**config.mk**
```make
export PLATFORM = sky130hd
export DESIGN_NAME = spi_note_dispatcher
export DESIGN_NICKNAME = d
export VERILOG_FILES = /design/src/rtl/spi_note_dispatcher.sv
export SDC_FILE = /design/constraint.sdc
export NUM_CORES = 1
export LEC_CHECK = 0
export ABC_CLOCK_PERIOD_IN_PS = 3100
export CAP_MARGIN = 20
export CORE_MARGIN = 10
export CORE_UTILIZATION = 43
export DETAILED_ROUTE_END_ITERATION = 6
export GPL_TIMING_DRIVEN = 0
export HOLD_SLACK_MARGIN = 0.08
export SYNTH_ARGS = -nofsm -noshare
export SYNTH_HDL_FRONTEND = slang
export SYNTH_SLANG_ARGS = --single-unit
```
**constraint.sdc**
```tcl
create_clock -name i_clk -period 3.1 [get_ports i_clk]
set_input_delay 0.93 -clock i_clk [delete_from_list [all_inputs] [get_ports i_clk]]
set_output_delay 0.93 -clock i_clk [all_outputs]
set_load 0.05 [all_outputs]
```
**src/rtl/spi_note_dispatcher.sv**
```systemverilog
// spi_note_dispatcher: SPI note-command receiver, voice allocator and paced ADSR key-state update queue.
module spi_note_dispatcher #(
    parameter int NUM_VOICES = 8,
    parameter int FIFO_DEPTH = 4
) (
    input  logic                  i_clk,
    input  logic                  i_reset,
    input  logic                  i_sck,
    input  logic                  i_mosi,
    input  logic                  i_cs_n,
    input  logic [1:0]            i_pipeline_state,
    output logic                  o_SPI_flag,
    output logic                  o_SPI_note_status,
    output logic [7:0]            o_SPI_voice_index,
    output logic [NUM_VOICES-1:0] o_voice_active,
    output logic                  o_drop
);
    localparam int PW = $clog2(FIFO_DEPTH);

    logic [2:0]  sck_s;
    logic [1:0]  mosi_s, cs_s;
    logic [4:0]  bit_cnt;
    logic [23:0] shift;
    logic        frame_valid, sck_rise;
    logic [NUM_VOICES-1:0] active;
    logic [6:0]  notes [NUM_VOICES];
    logic [8:0]  mem [FIFO_DEPTH];
    logic [PW:0] wr_ptr, rd_ptr;
    logic        full, empty, issue, armed;
    logic        is_on, is_off, hit, free, want_push, push, alloc, rel;
    logic [7:0]  hit_idx, free_idx;
    logic [8:0]  push_data, head;

    assign sck_rise = sck_s[1] & ~sck_s[2];

    always_ff @(posedge i_clk or posedge i_reset) begin
        if (i_reset) begin
            sck_s       <= '0;
            mosi_s      <= '0;
            cs_s        <= 2'b11;
            bit_cnt     <= '0;
            shift       <= '0;
            frame_valid <= 1'b0;
        end else begin
            sck_s       <= {sck_s[1:0], i_sck};
            mosi_s      <= {mosi_s[0], i_mosi};
            cs_s        <= {cs_s[0], i_cs_n};
            frame_valid <= 1'b0;
            if (cs_s[1])
                bit_cnt <= '0;
            else if (sck_rise) begin
                shift       <= {shift[22:0], mosi_s[1]};
                bit_cnt     <= (bit_cnt == 5'd23) ? 5'd0 : bit_cnt + 5'd1;
                frame_valid <= (bit_cnt == 5'd23);
            end
        end
    end

    // Descending scan so the lowest matching / free voice wins.
    always_comb begin
        hit      = 1'b0;
        free     = 1'b0;
        hit_idx  = '0;
        free_idx = '0;
        for (int i = NUM_VOICES - 1; i >= 0; i--) begin
            if (active[i] && notes[i] == shift[14:8]) begin
                hit     = 1'b1;
                hit_idx = 8'(i);
            end
            if (!active[i]) begin
                free     = 1'b1;
                free_idx = 8'(i);
            end
        end
    end

    assign is_on     = frame_valid && !shift[15] && shift[23:20] == 4'h9 && shift[7:0] != 8'd0;
    assign is_off    = frame_valid && !shift[15] && (shift[23:20] == 4'h8 || (shift[23:20] == 4'h9 && shift[7:0] == 8'd0));
    assign want_push = (is_on && (hit || free)) || (is_off && hit);
    assign full      = (wr_ptr ^ rd_ptr) == {1'b1, {PW{1'b0}}};
    assign empty     = wr_ptr == rd_ptr;
    assign push      = want_push && !full;
    assign alloc     = push && is_on && !hit;
    assign rel       = push && is_off;
    assign push_data = {is_on, (is_on && !hit) ? free_idx : hit_idx};
    assign o_drop    = (is_on && !hit && !free) || (want_push && full);
    assign head      = mem[rd_ptr[PW-1:0]];
    assign issue     = !empty && armed && i_pipeline_state == 2'd0;
    assign o_voice_active = active;

    always_ff @(posedge i_clk) begin
        if (push)
            mem[wr_ptr[PW-1:0]] <= push_data;
        for (int i = 0; i < NUM_VOICES; i++)
            if (alloc && 8'(i) == push_data[7:0])
                notes[i] <= shift[14:8];
    end

    always_ff @(posedge i_clk or posedge i_reset) begin
        if (i_reset) begin
            wr_ptr            <= '0;
            rd_ptr            <= '0;
            armed             <= 1'b1;
            active            <= '0;
            o_SPI_flag        <= 1'b0;
            o_SPI_note_status <= 1'b0;
            o_SPI_voice_index <= '0;
        end else begin
            wr_ptr     <= wr_ptr + {{PW{1'b0}}, push};
            rd_ptr     <= rd_ptr + {{PW{1'b0}}, issue};
            armed      <= issue ? 1'b0 : (i_pipeline_state == 2'd2) ? 1'b1 : armed;
            o_SPI_flag <= issue;
            if (issue)
                {o_SPI_note_status, o_SPI_voice_index} <= head;
            for (int i = 0; i < NUM_VOICES; i++)
                if ((alloc || rel) && 8'(i) == push_data[7:0])
                    active[i] <= alloc;
        end
    end
endmodule

```
==> results of run 1 <==
## path summary, 6_finish.rpt
check                      startpoint              endpoint  slack [ns]  cells past startpoint
max in group asynchronous     i_reset               cs_s[0]        1.57                      3
min in group asynchronous     i_reset  o_SPI_voice_index[0]        0.90                      2
hold / removal               sck_s[0]              sck_s[1]        0.35                      0
hold reg to reg              sck_s[0]              sck_s[1]        0.35                      0
setup reg to reg             shift[5]           notes[0][6]        0.02                      8
setup / recovery            shift[11]                o_drop       -0.35                      8
## synth_stat cells (2+ instances only)
master	number	area (µm²)
sky130_fd_sc_hd__a211o_1	4	35.0
sky130_fd_sc_hd__a21oi_1	10	50.1
sky130_fd_sc_hd__a31oi_1	3	18.8
sky130_fd_sc_hd__and2_1	3	18.8
sky130_fd_sc_hd__buf_2	2	10.0
sky130_fd_sc_hd__buf_4	7	52.6
sky130_fd_sc_hd__buf_6	6	67.6
sky130_fd_sc_hd__clkbuf_1	3	11.3
sky130_fd_sc_hd__dfrtp_1	54	1350
sky130_fd_sc_hd__dfstp_2	3	78.8
sky130_fd_sc_hd__edfxtp_1	72	2160
sky130_fd_sc_hd__ha_1	5	62.6
sky130_fd_sc_hd__inv_1	5	18.8
sky130_fd_sc_hd__mux2_2	28	315
sky130_fd_sc_hd__mux4_2	4	90.1
sky130_fd_sc_hd__nand2_1	14	52.6
sky130_fd_sc_hd__nand2b_1	2	12.5
sky130_fd_sc_hd__nand3_1	3	15.0
sky130_fd_sc_hd__nand4_1	16	100
sky130_fd_sc_hd__nor2_1	32	120
sky130_fd_sc_hd__nor3_1	7	35.0
sky130_fd_sc_hd__nor3b_1	3	22.5
sky130_fd_sc_hd__nor4_1	3	18.8
sky130_fd_sc_hd__o21ai_0	3	15.0
sky130_fd_sc_hd__or2_2	3	18.8
sky130_fd_sc_hd__or4_1	4	30.0
sky130_fd_sc_hd__xnor2_1	49	429
sky130_fd_sc_hd__xor2_1	12	105
## layer usage
metal	wire, µm	vias to the layer above	GRT usage, %
met4	234	0	6.11
met3	680	22	4.52
met2	5190	84	20.0
met5	0	-	0
li1	-	1543	-
met1	5170	1642	17.3
## stage by stage
stage | utilization, % | setup TNS (ns) | instances | worst slack [ns] | hold slack [ns]
CTS | 53.4 | -0.387 | 630 | -0.387 | 0.347
global route | 54.3 | -3.59 | 636 | -0.446 | 0.357
floorplan | - | 0 | 396 | 0.00757 | 0.331
finish | 54.3 | -0.354 | 636 | -0.354 | 0.346
global placement | 47.7 | -38.06 | 588 | -1.00 | 0.336
detailed placement | 47.9 | -15.59 | 590 | -0.946 | 0.335
## worst reg2reg max path, stage by stage, from the launching register on
cell	delay, ns
sky130_fd_sc_hd__dfrtp_1	0.39
sky130_fd_sc_hd__or4_1	0.58
sky130_fd_sc_hd__o21ai_4	0.28
sky130_fd_sc_hd__nor4_1	0.11
sky130_fd_sc_hd__nor3_1	0.21
sky130_fd_sc_hd__a2bb2oi_2	0.43
sky130_fd_sc_hd__nand2_1	0.28
sky130_fd_sc_hd__nor3_2	0.26
sky130_fd_sc_hd__buf_2	0.25
## what timing repair did
item | 4_1_cts | 5_1_grt
pin swaps | 5 | 9
gates resized for setup | 32 | 15
buffers inserted | 9 | 6
setup endpoints to repair | 58 | 55
## logic make-up after synthesis
group                    synth area share (%)
other                                  0.0667
AND/OR/NAND/NOR                          10.2
buffers and inverters                    2.92
adder cells (fa/ha/maj)                  1.11
flip-flops                               63.9
multiplexers                             7.66
AO/OA/AOI/OAI                            4.30
XOR/XNOR                                 9.80
## placed cells by master, fill, tap and decap left out, drive strengths merged, types with 2 or more instances in the layout
master         instances
and4b                  2
or4                    4
clkbuf                28
nand4                 16
ha                     5
a31oi                  3
nor2                  33
nand2b                 2
dfstp                  3
a211o                  4
and4                   2
mux4                   4
conb                   5
a21boi                 2
o21ai                  5
and2                   4
inv                    6
xor2                  13
edfxtp                72
nand3                  3
buf                   32
dfrtp                 54
nand2                 14
or2                    3
a21oi                 11
xnor2                 49
a2bb2oi                2
nor3                   8
clkdlybuf4s50         19
nor4                   4
clkinv                 7
nor3b                  3
or3                    2
mux2                  29
## registers in the layout, indices dropped and copies added (netlist names), 5 cells and up
name	count
shift	24
notes	56
bit_cnt	5
o_voice_active	8
mem	16
## power groups by stage
stage	clock network [mW]	registers, mW	logic, mW
3_5_place_dp	0	1.97	0.238
2_1_floorplan	0	1.94	0.192
4_1_cts	1.80	1.93	0.262
6_report	1.76	1.92	0.276
5_1_grt	1.88	1.92	0.307
3_3_place_gp	0	1.96	0.232
## final cells by class
| class | count | area (µm²) | share of cell area (%) |
|---|---|---|---|
| clock buffers | 25 | 495 | 7.17 |
| multi-input cells | 243 | 2030 | 29.4 |
| repair buffers | 37 | 355 | 5.14 |
| plain buffers | 17 | 155 | 2.25 |
| clock inverters | 7 | 32.5 | 0.471 |
| flip-flops and latches | 129 | 3600 | 52.1 |
| well taps | 172 | 215 | 3.11 |
| inverters | 6 | 22.5 | 0.326 |
==> impl_metrics.py, run 1 <==
metrics = {
    "route": {
        "vias": 3291,
        "routed_via_density": 5.17,
        "detail_route.wl_per_cell_um": 17.7,
        "final_antenna_net_count": 0,
        "drt_iter0_markers": 247,
        "detail_route.drc_violations": 0,
        "drtPass1Iterations": 4,
        "final_routed_wirelength_mm": 11.3,
    },
    "worst_setup_path": {
        "timing.critical_path.cells": "buf_12 > xor2_2 > nor4_4 > and4_4 > nor2_2 > and4_4 > a221oi_4 > buf_6",
        "setup.worst_path.class": "flip-flop to output port",
        "cpMostUsedCell": "sky130_fd_sc_hd__and4_4",
        "critPathTopFamily": "simple AND/OR/NAND/NOR gates",
        "crit_path_top_delay_cell": "sky130_fd_sc_hd__dfrtp_2",
        "arrival_time_of_the_worst_setup_path_ns": 2.52,
        "critical_path.n_buffers_inverters": 2,
        "worst_setup_path_start_kind": "flip-flop",
        "cp_data_required_time_ns": 2.17,
        "timing.critical_path.slowest_cell_delay_ns": 0.43,
        "endpoint_kind": "output port",
        "worst-path-max-fanout": 3,
    },
    "sta": {
        "rsz0062_at_grt": "true",
        "period_minus_slack_ns": 3.45,
        "timing.fmax_ghz": 0.290,
        "fin_ws_ns": -0.354,
        "layout_worst_path_cycle_share_pct": 111,
        "worstMarginPinSlew_ns": 0.706,
        "timing.final.hold_violations": 0,
        "clock_skew_ns": 0.00927,
        "slew_viol_final": 0,
        "timing.final.setup_violations": 1,
        "maxSlewHeadroom_pct": 52.9,
    },
    "grt": {
        "wire_length_of_the_first_global_routing_pass_mm": 18.4,
        "first_global_vias": 3426,
        "grtUsageTotal_pct": 13.4,
        "grt_antenna_before_repair": 0,
        "grt_remaining_overflow": 0,
        "grt_max_degree": 33,
    },
    "yosys": {
        "area_of_the_mapped_netlist_um2": 5620,
        "ys.warnings.count": 0,
        "post_synth_edffs": 72,
        "avgSynthCellArea_um2": 14.3,
        "post_synth_cell_types": 60,
        "postSynth.topFlopCell": "sky130_fd_sc_hd__edfxtp_1",
        "seq_area_frac_synth_pct": 63.9,
        "synth-async-reset-ratio_pct": 44.2,
        "synth_seq_cells": 129,
        "synthesis.instances": 392,
    },
    "layout": {
        "final.fill_count": 1088,
        "layout-drive-gt1-share_pct": 30.0,
        "antenna-diode-count": 0,
        "design_area_um2": 6910,
        "synth_to_final_area_change_pct": 23.0,
        "final_net_count": 463,
    },
    "outcome": {
        "outcome": "finished, violations left",
        "violations_in_the_final_reports": "negative setup slack",
    },
    "pwr": {
        "report.power.total_mw": 3.95,
        "p_comb_share_pct": 7.0,
        "seq_pwr_share_pct": 48.5,
        "power_report.internal_total_mw": 3.10,
        "clkPwrFrac_pct": 44.6,
        "power.density_nw_per_um2": 572,
        "power.static_leakage_nw": 2.67,
        "switching_power_mw": 0.854,
        "worst_ir_drop_vdd_v": 0.000356,
        "power.switching_fraction_pct": 21.6,
    },
    "floorplan": {
        "effective_utilization_at_floorplan_pct": 44.2,
        "pin_count": 26,
        "die-height_um": 134,
        "std_cell_rows": 41,
        "die-width_um": 134,
        "dieArea_um2": 18000,
        "core_area_um2": 12700,
    },
    "placed_design": {
        "gp_congestion": 0.822,
        "dpl.hpwl_mm": 7.45,
        "placement.io_buffers": 20,
        "dpl_cell_area_um2": 6100,
    },
    "clocking": {
        "clock_insertion_delay_at_the_later_pin_of_the_skew_report_ns": 0.42,
        "cts.clk_slew.worst_paths_ns": 0.05,
        "cts.path.max_buffers": 2,
        "cts_root_buf": "sky130_fd_sc_hd__clkbuf_16",
        "clock_tree_from_tritoncts": "yes",
        "cts-buffers-inserted": 17,
        "max_h_tree_level": 4,
        "clock-sinks": 129,
        "cts.hold.buffers_added": 0,
    },
    "hold_path": {
        "hp-class": "flip-flop to flip-flop",
    },
    "job": {
        "max_cap_viol_count": 0,
    },
}
Power figures use the tool's default switching activity.
==> inputs of run 2 (changes only) <==
--- a/config.mk
+++ b/config.mk
@@ -6,7 +6,7 @@
 export NUM_CORES = 1
 export LEC_CHECK = 0
 export ABC_CLOCK_PERIOD_IN_PS = 3100
-export CAP_MARGIN = 20
+export CAP_MARGIN = 15
 export CORE_MARGIN = 10
 export CORE_UTILIZATION = 43
 export DETAILED_ROUTE_END_ITERATION = 6
==> impl_metrics.py, run 2 (same netlist as run 1, synthesis figures left out) <==
metrics = {
    "clocking": {
        "cts.path.max_buffers": 2,
        "clock_tree_from_tritoncts": "yes",
        "clock-sinks": 129,
        "clock_insertion_delay_at_the_later_pin_of_the_skew_report_ns": 0.41,
        "cts_root_buf": "sky130_fd_sc_hd__clkbuf_16",
        "max_h_tree_level": 4,
        "cts-buffers-inserted": 17,
        "cts.hold.buffers_added": 0,
        "cts.clk_slew.worst_paths_ns": 0.05,
    },
    "placed_design": {
        "placement.io_buffers": 20,
        "dpl.hpwl_mm": 7.42,
        "pre_cts_ws_ns": -0.939,
        "gp_congestion": 0.822,
    },
    "hold_path": {
        "timing.hold.worst_path_depth": 0,
        "hp-class": "flip-flop to flip-flop",
    },
    "sta": {
        "clock_skew_ns": 0.00513,
        "worstMarginPinSlew_ns": 0.726,
        "maxSlewHeadroom_pct": 51.6,
        "period_minus_slack_ns": 3.48,
        "timing.fmax_ghz": 0.288,
        "timing.final.setup_violations": 1,
        "timing.final.hold_violations": 0,
        "rsz0062_at_grt": "true",
        "fin_ws_ns": -0.377,
        "layout_worst_path_cycle_share_pct": 112,
        "slew_viol_final": 0,
    },
    "worst_setup_path": {
        "endpoint_kind": "output port",
        "arrival_time_of_the_worst_setup_path_ns": 2.55,
        "worst_setup_path_start_kind": "flip-flop",
        "worst-path-max-fanout": 6,
        "cp_data_required_time_ns": 2.17,
        "worstRegToRegCells": 8,
        "setup.worst_path.class": "flip-flop to output port",
    },
    "route": {
        "drt_iter0_markers": 187,
        "routed_via_density": 5.07,
        "vias": 3260,
        "detail_route.drc_violations": 0,
        "drtPass1Iterations": 4,
        "final_antenna_net_count": 0,
        "detail_route.wl_per_cell_um": 17.6,
        "final_routed_wirelength_mm": 11.3,
    },
    "floorplan": {
        "effective_utilization_at_floorplan_pct": 44.2,
        "die-height_um": 134,
        "die-width_um": 134,
        "std_cell_rows": 41,
        "pin_count": 26,
        "dieArea_um2": 18000,
        "core_area_um2": 12700,
    },
    "grt": {
        "grt_remaining_overflow": 0,
        "gr-usage-met1_pct": 17.2,
        "grt_max_degree": 33,
        "grtUsageMet3_pct": 3.62,
        "gr-usage-met2_pct": 20.4,
        "first_global_vias": 3399,
        "grtUsageTotal_pct": 13.3,
        "grt_antenna_before_repair": 0,
        "wire_length_of_the_first_global_routing_pass_mm": 18.3,
        "most_utilized_layer_in_the_global_route_result": "met2",
    },
    "layout": {
        "top_register": "notes",
        "max_reg_flops": 56,
        "layout_common_cells": "sky130_fd_sc_hd__edfxtp_1 (72), sky130_fd_sc_hd__xnor2_1 (48), sky130_fd_sc_hd__dfrtp_1 (47)",
        "layout-drive-gt1-share_pct": 31.0,
        "synth_to_final_area_change_pct": 24.7,
        "final_net_count": 470,
        "final.fill_count": 1077,
        "seqCellArea_um2": 3600,
        "multiInputGateArea_um2": 2080,
        "antenna-diode-count": 0,
        "layout_commonest_cell": "sky130_fd_sc_hd__edfxtp_1",
    },
    "job": {
        "max_cap_viol_count": 0,
    },
    "pwr": {
        "worst_ir_drop_vdd_v": 0.000362,
        "power.density_nw_per_um2": 564,
        "power.static_leakage_nw": 2.70,
        "report.power.total_mw": 3.95,
    },
    "outcome": {
        "violations_in_the_final_reports": "negative setup slack",
        "outcome": "finished, violations left",
    },
}
run 2: cell count changes in the layout (fill, tap and decap cells not counted), moves of 2 or more:
cell,change
sky130_fd_sc_hd__buf_4,+7
sky130_fd_sc_hd__clkbuf_8,-4
sky130_fd_sc_hd__clkinv_1,+3
sky130_fd_sc_hd__nor2_1,-2
sky130_fd_sc_hd__nor2_4,+3
sky130_fd_sc_hd__xor2_1,-2
sky130_fd_sc_hd__xor2_2,+2
run 2: what timing repair did:
| item | CTS | global route |
|---|---|---|
| buffers inserted | 9 | 15 |
| endpoints found under the hold margin | 0 | 0 |
| pin swaps | 4 | 13 |
| resized for setup | 35 | 23 |
| setup endpoints to repair | 65 | 59 |
run 2: layout make-up:
cell class | instances | share of cell area (%)
buffer | 16 | 2.05
clock buffer | 22 | 6.34
clock inverter | 10 | 0.982
inverter | 6 | 0.321
multi-input combinational | 243 | 29.7
sequential | 129 | 51.4
tap | 172 | 3.07
timing repair buffer | 45 | 6.11
run 2: power by group:
part / internal, mW / switching [mW] / leakage, nW / total (mW)
clock network: 1.08 / 0.666 / 0.253 / 1.75
registers: 1.88 / 0.0378 / 1.39 / 1.92
logic: 0.139 / 0.154 / 1.06 / 0.293
run 2: worst paths after layout:
check	start	end	slack [ns]
hold / removal	sck_s[0]	sck_s[1]	0.35
max in group asynchronous	i_reset	cs_s[0]	1.56
setup reg to reg	shift[22]	notes[1][1]	0.12
min in group asynchronous	i_reset	shift[1]	0.90
setup / recovery	shift[10]	o_drop	-0.38
hold reg to reg	sck_s[0]	sck_s[1]	0.35
run 2: critical path, stage by stage, from the launching register on:
cell and delay (ns):
sky130_fd_sc_hd__dfrtp_2 0.42, sky130_fd_sc_hd__buf_12 0.14, sky130_fd_sc_hd__clkbuf_2 0.15, sky130_fd_sc_hd__buf_4 0.15, sky130_fd_sc_hd__xnor2_1 0.12, sky130_fd_sc_hd__nand4_1 0.14
sky130_fd_sc_hd__nor2_4 0.06, sky130_fd_sc_hd__nor2_2 0.14, sky130_fd_sc_hd__and4_4 0.29, sky130_fd_sc_hd__nand2_2 0.07, sky130_fd_sc_hd__a221oi_4 0.26, sky130_fd_sc_hd__buf_6 0.20
run 2: through the flow:
| stage | TNS, ns | std cells | hold slack (ns) | utilization [%] | instance area, µm² |
|---|---|---|---|---|---|
| 2_1_floorplan | 0 | 396 | 0.331 | - | 5650 |
| 3_3_place_gp | -38.06 | 588 | 0.336 | 47.7 | 6070 |
| 3_5_place_dp | -18.10 | 589 | 0.335 | 47.9 | 6090 |
| 4_1_cts | -0.383 | 629 | 0.347 | 53.3 | 6780 |
| 5_1_grt | -1.61 | 643 | 0.354 | 55.1 | 7010 |
| 6_report | -0.377 | 643 | 0.346 | 55.1 | 7010 |
run 2: per-layer routing:
metal / wire length (µm) / vias up / share of wire [%]
li1: - / 1549 / -
met1: 5460 / 1640 / 48
met2: 5310 / 57 / 47
met3: 395 / 14 / 3.5
met4: 168 / 0 / 1.5
met5: 0 / - / 0
